==> config.mk <==
export PLATFORM = sky130hd
export DESIGN_NAME = oled_spi_driver_flat
export DESIGN_NICKNAME = d
export VERILOG_FILES = /design/src/rtl/oled_spi_driver_pkg.sv /design/src/rtl/oled_spi_driver_if.sv /design/src/rtl/oled_spi_driver_byte_tx.sv /design/src/rtl/oled_spi_driver.sv /design/src/flat_wrapper.sv
export SDC_FILE = /design/constraint.sdc
export NUM_CORES = 1
export LEC_CHECK = 0
export CORE_UTILIZATION = 53
export CTS_CLUSTER_SIZE = 8
export DETAILED_ROUTE_END_ITERATION = 10
export HOLD_SLACK_MARGIN = 0.08
export PLACE_DENSITY = 0.74
export SLEW_MARGIN = 15
export SYNTH_ARGS = -nofsm -noshare
export SYNTH_HDL_FRONTEND = slang
export SYNTH_SLANG_ARGS = --single-unit
==> constraint.sdc <==
create_clock -name clk -period 1.83 [get_ports clk]
set_input_delay 0.183 -clock clk [delete_from_list [all_inputs] [get_ports clk]]
set_output_delay 0.183 -clock clk [all_outputs]
set_load 0.1 [all_outputs]
==> src/rtl/oled_spi_driver_pkg.sv <==
// Shared FSM encoding, transfer sizes and the SSD1306 power-up command ROM.
package oled_pkg;

  typedef enum logic [2:0] {
    RES_PULSE,
    RES_WAIT,
    INIT,
    IDLE,
    FRAME
  } state_t;

  localparam int INIT_LEN    = 25;
  localparam int FRAME_BYTES = 1024;

  // 20 00 selects horizontal addressing, so frames wrap without address commands.
  function automatic logic [7:0] init_rom(input logic [4:0] idx);
    case (idx)
      5'd0:    return 8'hAE;
      5'd1:    return 8'hD5;
      5'd2:    return 8'h80;
      5'd3:    return 8'hA8;
      5'd4:    return 8'h3F;
      5'd5:    return 8'hD3;
      5'd6:    return 8'h00;
      5'd7:    return 8'h40;
      5'd8:    return 8'h8D;
      5'd9:    return 8'h14;
      5'd10:   return 8'h20;
      5'd11:   return 8'h00;
      5'd12:   return 8'hA1;
      5'd13:   return 8'hC8;
      5'd14:   return 8'hDA;
      5'd15:   return 8'h12;
      5'd16:   return 8'h81;
      5'd17:   return 8'hCF;
      5'd18:   return 8'hD9;
      5'd19:   return 8'hF1;
      5'd20:   return 8'hDB;
      5'd21:   return 8'h40;
      5'd22:   return 8'hA4;
      5'd23:   return 8'hA6;
      5'd24:   return 8'hAF;
      default: return 8'hE3;
    endcase
  endfunction

endpackage

==> src/rtl/oled_spi_driver_if.sv <==
// Bundle of the image-controller handshake and the OLED SPI pins.
interface oled_spi_driver_if;
  logic       enable;
  logic [7:0] data_to_send;
  logic [9:0] byte_counter;
  logic       frame_done;
  logic       oled_sclk;
  logic       oled_mosi;
  logic       oled_cs_n;
  logic       oled_dc;
  logic       oled_res_n;

  modport master (
    input  enable, data_to_send,
    output byte_counter, frame_done, oled_sclk, oled_mosi, oled_cs_n, oled_dc, oled_res_n
  );

  modport slave (
    output enable, data_to_send,
    input  byte_counter, frame_done, oled_sclk, oled_mosi, oled_cs_n, oled_dc, oled_res_n
  );
endinterface

==> src/rtl/oled_spi_driver_byte_tx.sv <==
// Shifts one byte out MSB first as SPI mode 0; done pulses in the last cycle
// of the final SCLK-high half so the caller can chain the next byte seamlessly.
module spi_byte_tx #(
  parameter int CLK_DIV = 4
) (
  input  logic       clk,
  input  logic       rst,
  input  logic       start,
  input  logic [7:0] tx_byte,
  output logic       sclk,
  output logic       mosi,
  output logic       done
);

  localparam int DW = (CLK_DIV > 1) ? $clog2(CLK_DIV) : 1;

  logic [DW-1:0] div_cnt;
  logic [2:0]    bit_cnt;
  logic [6:0]    sr;
  logic          busy;
  logic          half_end;

  assign half_end = (div_cnt == DW'(CLK_DIV - 1));
  assign done     = busy && sclk && half_end && (bit_cnt == 3'd7);

  // Half-period divider; MOSI advances on each SCLK fall so it is stable a full low half.
  always_ff @(posedge clk or posedge rst) begin
    if (rst) begin
      div_cnt <= '0;
      bit_cnt <= '0;
      sr      <= '0;
      busy    <= 1'b0;
      sclk    <= 1'b0;
      mosi    <= 1'b0;
    end else if (start) begin
      sr      <= tx_byte[6:0];
      mosi    <= tx_byte[7];
      sclk    <= 1'b0;
      div_cnt <= '0;
      bit_cnt <= '0;
      busy    <= 1'b1;
    end else if (busy) begin
      if (half_end) begin
        div_cnt <= '0;
        if (!sclk) begin
          sclk <= 1'b1;
        end else begin
          sclk <= 1'b0;
          if (bit_cnt == 3'd7) begin
            busy <= 1'b0;
          end else begin
            bit_cnt <= bit_cnt + 3'd1;
            mosi    <= sr[6];
            sr      <= {sr[5:0], 1'b0};
          end
        end
      end else begin
        div_cnt <= div_cnt + 1'b1;
      end
    end
  end

endmodule

==> src/rtl/oled_spi_driver.sv <==
// SSD1306 driver: panel reset, 25-byte init burst, then continuous 1024-byte frames.
//
// state     | meaning
// RES_PULSE | hold oled_res_n low for RST_CYCLES
// RES_WAIT  | oled_res_n high, wait RST_CYCLES before talking to the panel
// INIT      | command burst (dc=0) of the init ROM bytes
// IDLE      | cs_n high, SCLK idle; start a frame when enable is high
// FRAME     | data burst (dc=1) of bytes 0..1023, then frame_done
//
// Each byte in INIT/FRAME is LOAD (ld_ph 0..2) then SHIFT (ld_ph 3).
module oled_spi_driver
  import oled_pkg::*;
#(
  parameter int CLK_DIV    = 4,
  parameter int RST_CYCLES = 20000
) (
  input logic               clk,
  input logic               rst,
  oled_spi_driver_if.master bus
);

  localparam int TW = $clog2(RST_CYCLES + 1);

  state_t        state;
  logic [TW-1:0] tmr;
  logic [4:0]    rom_idx;
  logic [1:0]    ld_ph;
  logic [9:0]    byte_counter;
  logic          frame_done;
  logic          cs_n;
  logic          dc;
  logic          res_n;

  logic          tx_start;
  logic          tx_done;
  logic          tx_sclk;
  logic          tx_mosi;
  logic [7:0]    tx_byte;

  // Third LOAD cycle: data_to_send has had one cycle of margin after the controller's register.
  assign tx_start = ((state == INIT) || (state == FRAME)) && (ld_ph == 2'd2);
  assign tx_byte  = (state == INIT) ? init_rom(rom_idx) : bus.data_to_send;

  spi_byte_tx #(.CLK_DIV(CLK_DIV)) u_tx (
    .clk     (clk),
    .rst     (rst),
    .start   (tx_start),
    .tx_byte (tx_byte),
    .sclk    (tx_sclk),
    .mosi    (tx_mosi),
    .done    (tx_done)
  );

  // Sequencer: reset timing, burst framing and byte indexing.
  always_ff @(posedge clk or posedge rst) begin
    if (rst) begin
      state        <= RES_PULSE;
      tmr          <= '0;
      rom_idx      <= '0;
      ld_ph        <= '0;
      byte_counter <= '0;
      frame_done   <= 1'b0;
      cs_n         <= 1'b1;
      dc           <= 1'b0;
      res_n        <= 1'b0;
    end else begin
      frame_done <= 1'b0;
      case (state)
        RES_PULSE: begin
          res_n <= 1'b0;
          if (tmr == TW'(RST_CYCLES - 1)) begin
            tmr   <= '0;
            res_n <= 1'b1;
            state <= RES_WAIT;
          end else begin
            tmr <= tmr + 1'b1;
          end
        end
        RES_WAIT: begin
          if (tmr == TW'(RST_CYCLES - 1)) begin
            tmr     <= '0;
            rom_idx <= '0;
            ld_ph   <= '0;
            dc      <= 1'b0;
            state   <= INIT;
          end else begin
            tmr <= tmr + 1'b1;
          end
        end
        INIT: begin
          cs_n <= 1'b0;
          dc   <= 1'b0;
          if (ld_ph != 2'd3) begin
            ld_ph <= ld_ph + 2'd1;
          end else if (tx_done) begin
            ld_ph <= '0;
            if (rom_idx == 5'(INIT_LEN - 1)) begin
              rom_idx <= '0;
              cs_n    <= 1'b1;
              state   <= IDLE;
            end else begin
              rom_idx <= rom_idx + 5'd1;
            end
          end
        end
        IDLE: begin
          cs_n <= 1'b1;
          if (bus.enable) begin
            dc    <= 1'b1;
            ld_ph <= '0;
            state <= FRAME;
          end
        end
        FRAME: begin
          cs_n <= 1'b0;
          if (ld_ph != 2'd3) begin
            ld_ph <= ld_ph + 2'd1;
          end else if (tx_done) begin
            ld_ph        <= '0;
            byte_counter <= byte_counter + 10'd1;
            if (byte_counter == 10'(FRAME_BYTES - 1)) begin
              cs_n       <= 1'b1;
              frame_done <= 1'b1;
              state      <= IDLE;
            end
          end
        end
        default: state <= RES_PULSE;
      endcase
    end
  end

  assign bus.byte_counter = byte_counter;
  assign bus.frame_done   = frame_done;
  assign bus.oled_sclk    = tx_sclk;
  assign bus.oled_mosi    = tx_mosi;
  assign bus.oled_cs_n    = cs_n;
  assign bus.oled_dc      = dc;
  assign bus.oled_res_n   = res_n;

endmodule

==> src/flat_wrapper.sv <==
// flat-port wrapper written by rule: the top's interface ports become plain ports
module oled_spi_driver_flat import oled_pkg::*;
#(
  parameter int CLK_DIV    = 4,
  parameter int RST_CYCLES = 20000
)
  (clk, rst, bus_enable, bus_data_to_send, bus_byte_counter, bus_frame_done, bus_oled_sclk, bus_oled_mosi, bus_oled_cs_n, bus_oled_dc, bus_oled_res_n);
  oled_spi_driver_if bus_i ();
  input logic clk;
  input logic rst;
  input wire logic [$bits(bus_i.enable)-1:0] bus_enable;
  input wire logic [$bits(bus_i.data_to_send)-1:0] bus_data_to_send;
  output wire logic [$bits(bus_i.byte_counter)-1:0] bus_byte_counter;
  output wire logic [$bits(bus_i.frame_done)-1:0] bus_frame_done;
  output wire logic [$bits(bus_i.oled_sclk)-1:0] bus_oled_sclk;
  output wire logic [$bits(bus_i.oled_mosi)-1:0] bus_oled_mosi;
  output wire logic [$bits(bus_i.oled_cs_n)-1:0] bus_oled_cs_n;
  output wire logic [$bits(bus_i.oled_dc)-1:0] bus_oled_dc;
  output wire logic [$bits(bus_i.oled_res_n)-1:0] bus_oled_res_n;
  assign bus_i.enable = bus_enable;
  assign bus_i.data_to_send = bus_data_to_send;
  assign bus_byte_counter = bus_i.byte_counter;
  assign bus_frame_done = bus_i.frame_done;
  assign bus_oled_sclk = bus_i.oled_sclk;
  assign bus_oled_mosi = bus_i.oled_mosi;
  assign bus_oled_cs_n = bus_i.oled_cs_n;
  assign bus_oled_dc = bus_i.oled_dc;
  assign bus_oled_res_n = bus_i.oled_res_n;
  oled_spi_driver #(.CLK_DIV(CLK_DIV), .RST_CYCLES(RST_CYCLES)) u_core (.clk(clk), .rst(rst), .bus(bus_i));
endmodule
# Yosys cells after proc, flatten, opt, wreduce, memory -nomap -nowiden
# Memories as Yosys holds them, arrays and structs flattened.
# Cells that the tools add are included.
# classes
add_sub_neg,6
eq_ne,22
reduce_logical,22
n_mux,61
bitwise_logic,1
# op_table
operator,count
3-bit two-way mux,14
7-bit two-way mux,5
1-bit two-way mux,24
5-bit two-way mux,4
15-bit by 1-bit adder with 15-bit output (second input constant),1
15-bit == test (second input constant),1
15-bit two-way mux,1
3-bit case mux with 5 select lines,1
2-bit two-way mux,7
2-bit inequality test (second input constant),6
4-bit AND reduction,3
10-bit by 1-bit adder with 10-bit output (second input constant),1
10-bit == test (second input constant),1
2-bit by 1-bit inequality test with 1-bit output (second input constant),5
5-bit case mux with 2 select lines,1
9-bit AND reduction,1
3-bit nonzero test,3
8-bit two-way mux,1
2-bit nonzero test,4
3-bit by 2-bit == test with 1-bit output (second input constant),2
3-bit == test (second input constant),2
1-bit case mux with 3 select lines,2
2-bit case mux with 3 select lines,1
3-bit AND reduction,2
other kinds (13),19
# word_totals
n_memories,1
rom_bits,256
output_inout_bits,16
inputBits,11
register_bits,54
wordCells,128
# memory_table
name,words,width,read_ports,rd_clocked_by_memory_dff,wr,line_no,source
(no name shown),32,8,1,0,0,oled_spi_driver_pkg.sv:17,case (idx)

# Logic depth before layout (Yosys ltp)
# logic_depth
ltp_word,6
depth_mapped,7
mapped_depth_nobuf,6

# Cells and area by module
# A second synthesis with hierarchy kept.
# hier_totals
cells_unflattened,347
hier_area_um2,3304.4
# modules_own_cells
mod,area_each_um2,seq_area_each_um2,n_inst,cells_each
oled_spi_driver,2498.6,977.2,1,290
spi_byte_tx,805.8,375.4,1,57

# Least setup slack after synthesis
# No wires, ideal clock.
# synth_timing
path_kind,flip-flop to flip-flop
startpoint,"reg u_core.byte_counter[0], in the netlist u_core.bus.byte_counter[0]"
endpoint,reg u_core.state[0]
required_time_ns,1.729
n_path_buf,0
period_less_slack_ns,2.161
setup_ns,0.101
path_stages_with_launch,6
arrival_ns,2.061
setup_slack_ns,-0.331
path_cell_list,dfrtp_1 > ha_1 > and2_1 > nand4_1 > o22a_1 > o32ai_1
# synth_between
elab_chain_cells,3
# synth_rtl
item,line_no,source
start: declaration,oled_spi_driver.sv:28,logic [9:0] byte_counter;
start signal: assignment,oled_spi_driver.sv:120,byte_counter <= byte_counter + 10'd1;
10-bit == test,oled_spi_driver.sv:121,if (byte_counter == 10'(FRAME_BYTES - 1)) begin
2-bit inequality test (no line),n/a,
9-bit AND reduction (no line),n/a,
end signal: assignment,oled_spi_driver.sv:111,state <= FRAME;
end signal: assignment,oled_spi_driver.sv:124,state <= IDLE;
end signal: assignment,oled_spi_driver.sv:128,default: state <= RES_PULSE;
end: declaration,oled_spi_driver.sv:24,state_t state;
# No other way between the ends.
# A chain may end at the register's enable or synchronous reset.

# Worst setup path in the final report
# layout_timing
startpoint,reg u_core.u_tx.bit_cnt[0]
endpoint,reg u_core.rom_idx[4]
# layout_between
elab_chain_cells,4
# layout_rtl
item,line_no,source
start: declaration,oled_spi_driver_byte_tx.sv:18,logic [2:0] bit_cnt;
start signal: assignment,oled_spi_driver_byte_tx.sv:52,bit_cnt <= bit_cnt + 3'd1;
3-bit == test,oled_spi_driver_byte_tx.sv:24,assign done = busy && sclk && half_end && (bit_cnt == 3'd7);
1-bit logical AND,oled_spi_driver_byte_tx.sv:24,
2-bit by 1-bit inequality test with 1-bit output (no line),n/a,
4-bit AND reduction (no line),n/a,
end signal: assignment,oled_spi_driver.sv:102,rom_idx <= rom_idx + 5'd1;
end: declaration,oled_spi_driver.sv:26,logic [4:0] rom_idx;
# No other way between the ends.

==> metrics.txt <==
slowest stage delay, CP 0.38 ns; Detail Placement HPWL approximately 5.0 mm; Crit Path Class flip-flop to flip-flop; post-layout instance area 0.00396 mm^2; register-to-register setup slack between 0.02 and 0.025 ns; outcome finished clean; H-tree Lvls 2; top-count cell post-synth dfrtp_1; Seq cells post-synth 54; Worst-path clk slew approximately 0.1 ns; Post-Syn Instances around 340; Slew Limit Fails 0; drc violations 0; Clock Sinks 54; yosys warns 0; Crit path depth 7; Main synth FF type dfrtp_1; initial core utilization 55.3%; final setup vio count 0; CP Buf/Inv Count 1; worst-path fanout max 4; IO Port Bufs 26; number of hold violations in the final report 0; Slowest-stage cell, CP dfrtp_1; largest family of logic cells by synthesized area simple AND/OR/NAND/NOR gates; total CTS buffers 5; syn avg cell area just under 10 um^2; Slew Limit Headroom around three quarters; XOR/XNOR share of the synthesized area under 10%; compound-cell area share of the yosys netlist between 10% and 20%; Critical Path Source Type flip-flop; R2R depth 7; Synth area leaders dfrtp_1 (40%), ha_1 (5.3%), mux2i_1 (3.6%); worst flop-to-flop path endpoint u_core.rom_idx[4]; mapped cell area 0.00332 mm^2; drt pass-1 iters 4; final WL a little over 7 mm; Area growth syn-to-layout 19.3%; measured slew at the worst slew-check pin 0.399 ns; I/O pin cnt 27; Period minus WS final around 1.8 ns; All-Layer GR Usage between 20% and 30%; post-layout net count between 400 and 500; drt initial violations roughly 170; CP top delay family simple AND/OR/NAND/NOR gates; async set-reset flop share out of synthesis 100%; initial antenna violation count 0; grt ovf 0; worst hold path class input port to asynchronous set/reset pin; Worst R2R Start u_core.u_tx.bit_cnt[0]; hold_buf cts 0; Core Area 0.00599 mm^2; top cells by count, synth dfrtp_1 (53), nor2_1 (28), nand2_1 (26); root buf cell clkbuf_8; critical path, cell by cell ha_2 -> ha_4 -> nand4_2 -> or2_4 -> buf_4 -> o31ai_1 -> a22o_1; Setup crit start u_core.u_tx.bit_cnt[0]; layout cells sized above 1 between 20% and 30%; Data required, critical path 2.08 ns; EDFF count, synth 0; DR vias/cell about 6; Critical Path AT ~2 ns; syn nets 366; adder-cell share of the synthesized area under 10%; CTS tree yes; ant diodes 0; vias in the first global route around 2500; largest net degree at the start of global routing 55; Clock Skews 0.0149 ns; Crit. End Element flip-flop; WL per Instance between 15 and 20 um; static leakage 1.86 nW; die width between 80 and 90 um; first-pass GRT wire length around 12 mm; MaxCap Viol Count 0; Placer Congestion about 0.87; Power, Total 2.07 mW; final worst-path cycle share 98.8%; Peak Freq about 550 MHz; Seq/Total Area, Yosys a little over 40%; maximum vdd drop 0.315 mV; Vert. Die Dim slightly above 80 um; via count 2744; library cells used by synthesis 63; die area between 0.006 and 0.007 mm^2; dpl cell area between 0.003 and 0.004 mm^2; power per cell area between 500 and 600 mW/mm^2; row count 28; Synth top area share 40.0%; mux contribution to synthesized area 4.30%; Routed Antenna Nets 0; worst-skew pair later-pin latency 0.30 ns; maximum clock insertion buffer count 2; Simple-Gate Fraction of Synth Area a little under a quarter; leading area contributor after synthesis dfrtp_1
final cells by class:
class / count / area, um^2
Fill cell: 472 / 2040
Clock buffer: 7 / 86.3
Timing Repair Buffer: 58 / 485
Tap cell: 75 / 93.8
Clock inverter: 1 / 30.0
Inverter: 15 / 56.3
Sequential cell: 54 / 1360
Multi-Input combinational cell: 253 / 1840
what timing repair did:
action | CTS | global route
buffers inserted | 2 | 5
resized for setup | 3 | 7
setup endpoints to repair | 11 | 12
pin swaps | 2 | 1
sequential cells by signal, indices dropped and copies added, names as in the netlist:
name and flops:
u_core.tmr 15, u_core.bus.byte_counter 10, u_core.u_tx.sr 7, u_core.rom_idx 5, u_core.state 3, u_core.u_tx.bit_cnt 3, u_core.ld_ph 2, u_core.u_tx.div_cnt 2
u_core.bus.frame_done 1, u_core.bus.oled_cs_n 1, u_core.bus.oled_dc 1, u_core.bus.oled_res_n 1, u_core.u_tx.busy 1, u_core.u_tx.mosi 1, u_core.u_tx.sclk 1
worst register-to-register path, cell delays in order, from the launching register on:
cell and delay (ns):
dfrtp_1 0.38, ha_2 0.21, ha_4 0.15, nand4_2 0.16, or2_4 0.30, buf_4 0.14
o31ai_1 0.24, a22o_1 0.17
per-layer routing:
layer,global-route usage (%),up-vias,share of wire [%]
li1,-,1333,-
met1,33.7,1329,48
met2,36.4,62,46
met3,3.60,20,3.9
met4,6.96,0,2.5
met5,0,-,0
worst max path at each step:
stage	slack, ns	end
detailed placement	-0.008	u_core.rom_idx[4]
global placement	0.07	u_core.rom_idx[1]
finish	0.02	u_core.rom_idx[4]
floorplan	-0.11	u_core.state[0]
global route	-0.03	u_core.rom_idx[4]
CTS	0.002	u_core.ld_ph[1]
power breakdown:
| group | switching [mW] | internal [mW] |
|---|---|---|
| clock | 0.376 | 0.447 |
| combinational | 0.0273 | 0.0242 |
| sequential | 0 | 1.19 |
layout by cell type, fill, tap and decap left out, types with 3 or more instances in the layout:
master,instances
a21oi_1,8
a22o_1,3
a22oi_1,3
a31oi_1,4
and2_1,3
and3_1,7
and4_1,3
buf_4,46
clkbuf_8,6
clkdlybuf4s50_1,10
dfrtp_1,44
dfrtp_2,9
ha_1,12
inv_1,14
mux2i_1,12
nand2_1,26
nand2b_1,5
nand3_1,22
nand4_1,4
nand4b_1,3
nor2_1,28
nor2b_1,7
nor3_1,3
nor3b_2,3
nor4_1,3
o21ai_0,12
o22ai_1,6
o2bb2ai_1,3
o31ai_1,5
xnor2_1,11
xor2_1,12
logic make-up (layout without fill, tap and decap cells):
kind of cell    after synthesis  in the layout
buf+inv                      34             81
flops                        54             54
compound gates               68             68
fa+ha+maj                    14             14
simple gates                134            134
xor+xnor                     23             23
mux                          14             14
through the flow:
step	worst slack, ns	TNS, ns	hold slack [ns]	cells	utilization [%]
floorplan	-0.114	-0.114	0.350	341	-
global placement	0.0709	0	0.470	448	62.6
detailed placement	-0.00788	-0.00788	0.472	448	62.6
CTS	0.00204	0	0.257	458	64.8
global route	-0.0274	-0.0826	0.259	463	66.0
finish	0.0217	0	0.242	463	66.0
Note: power is estimated with default switching activity, not from simulation.
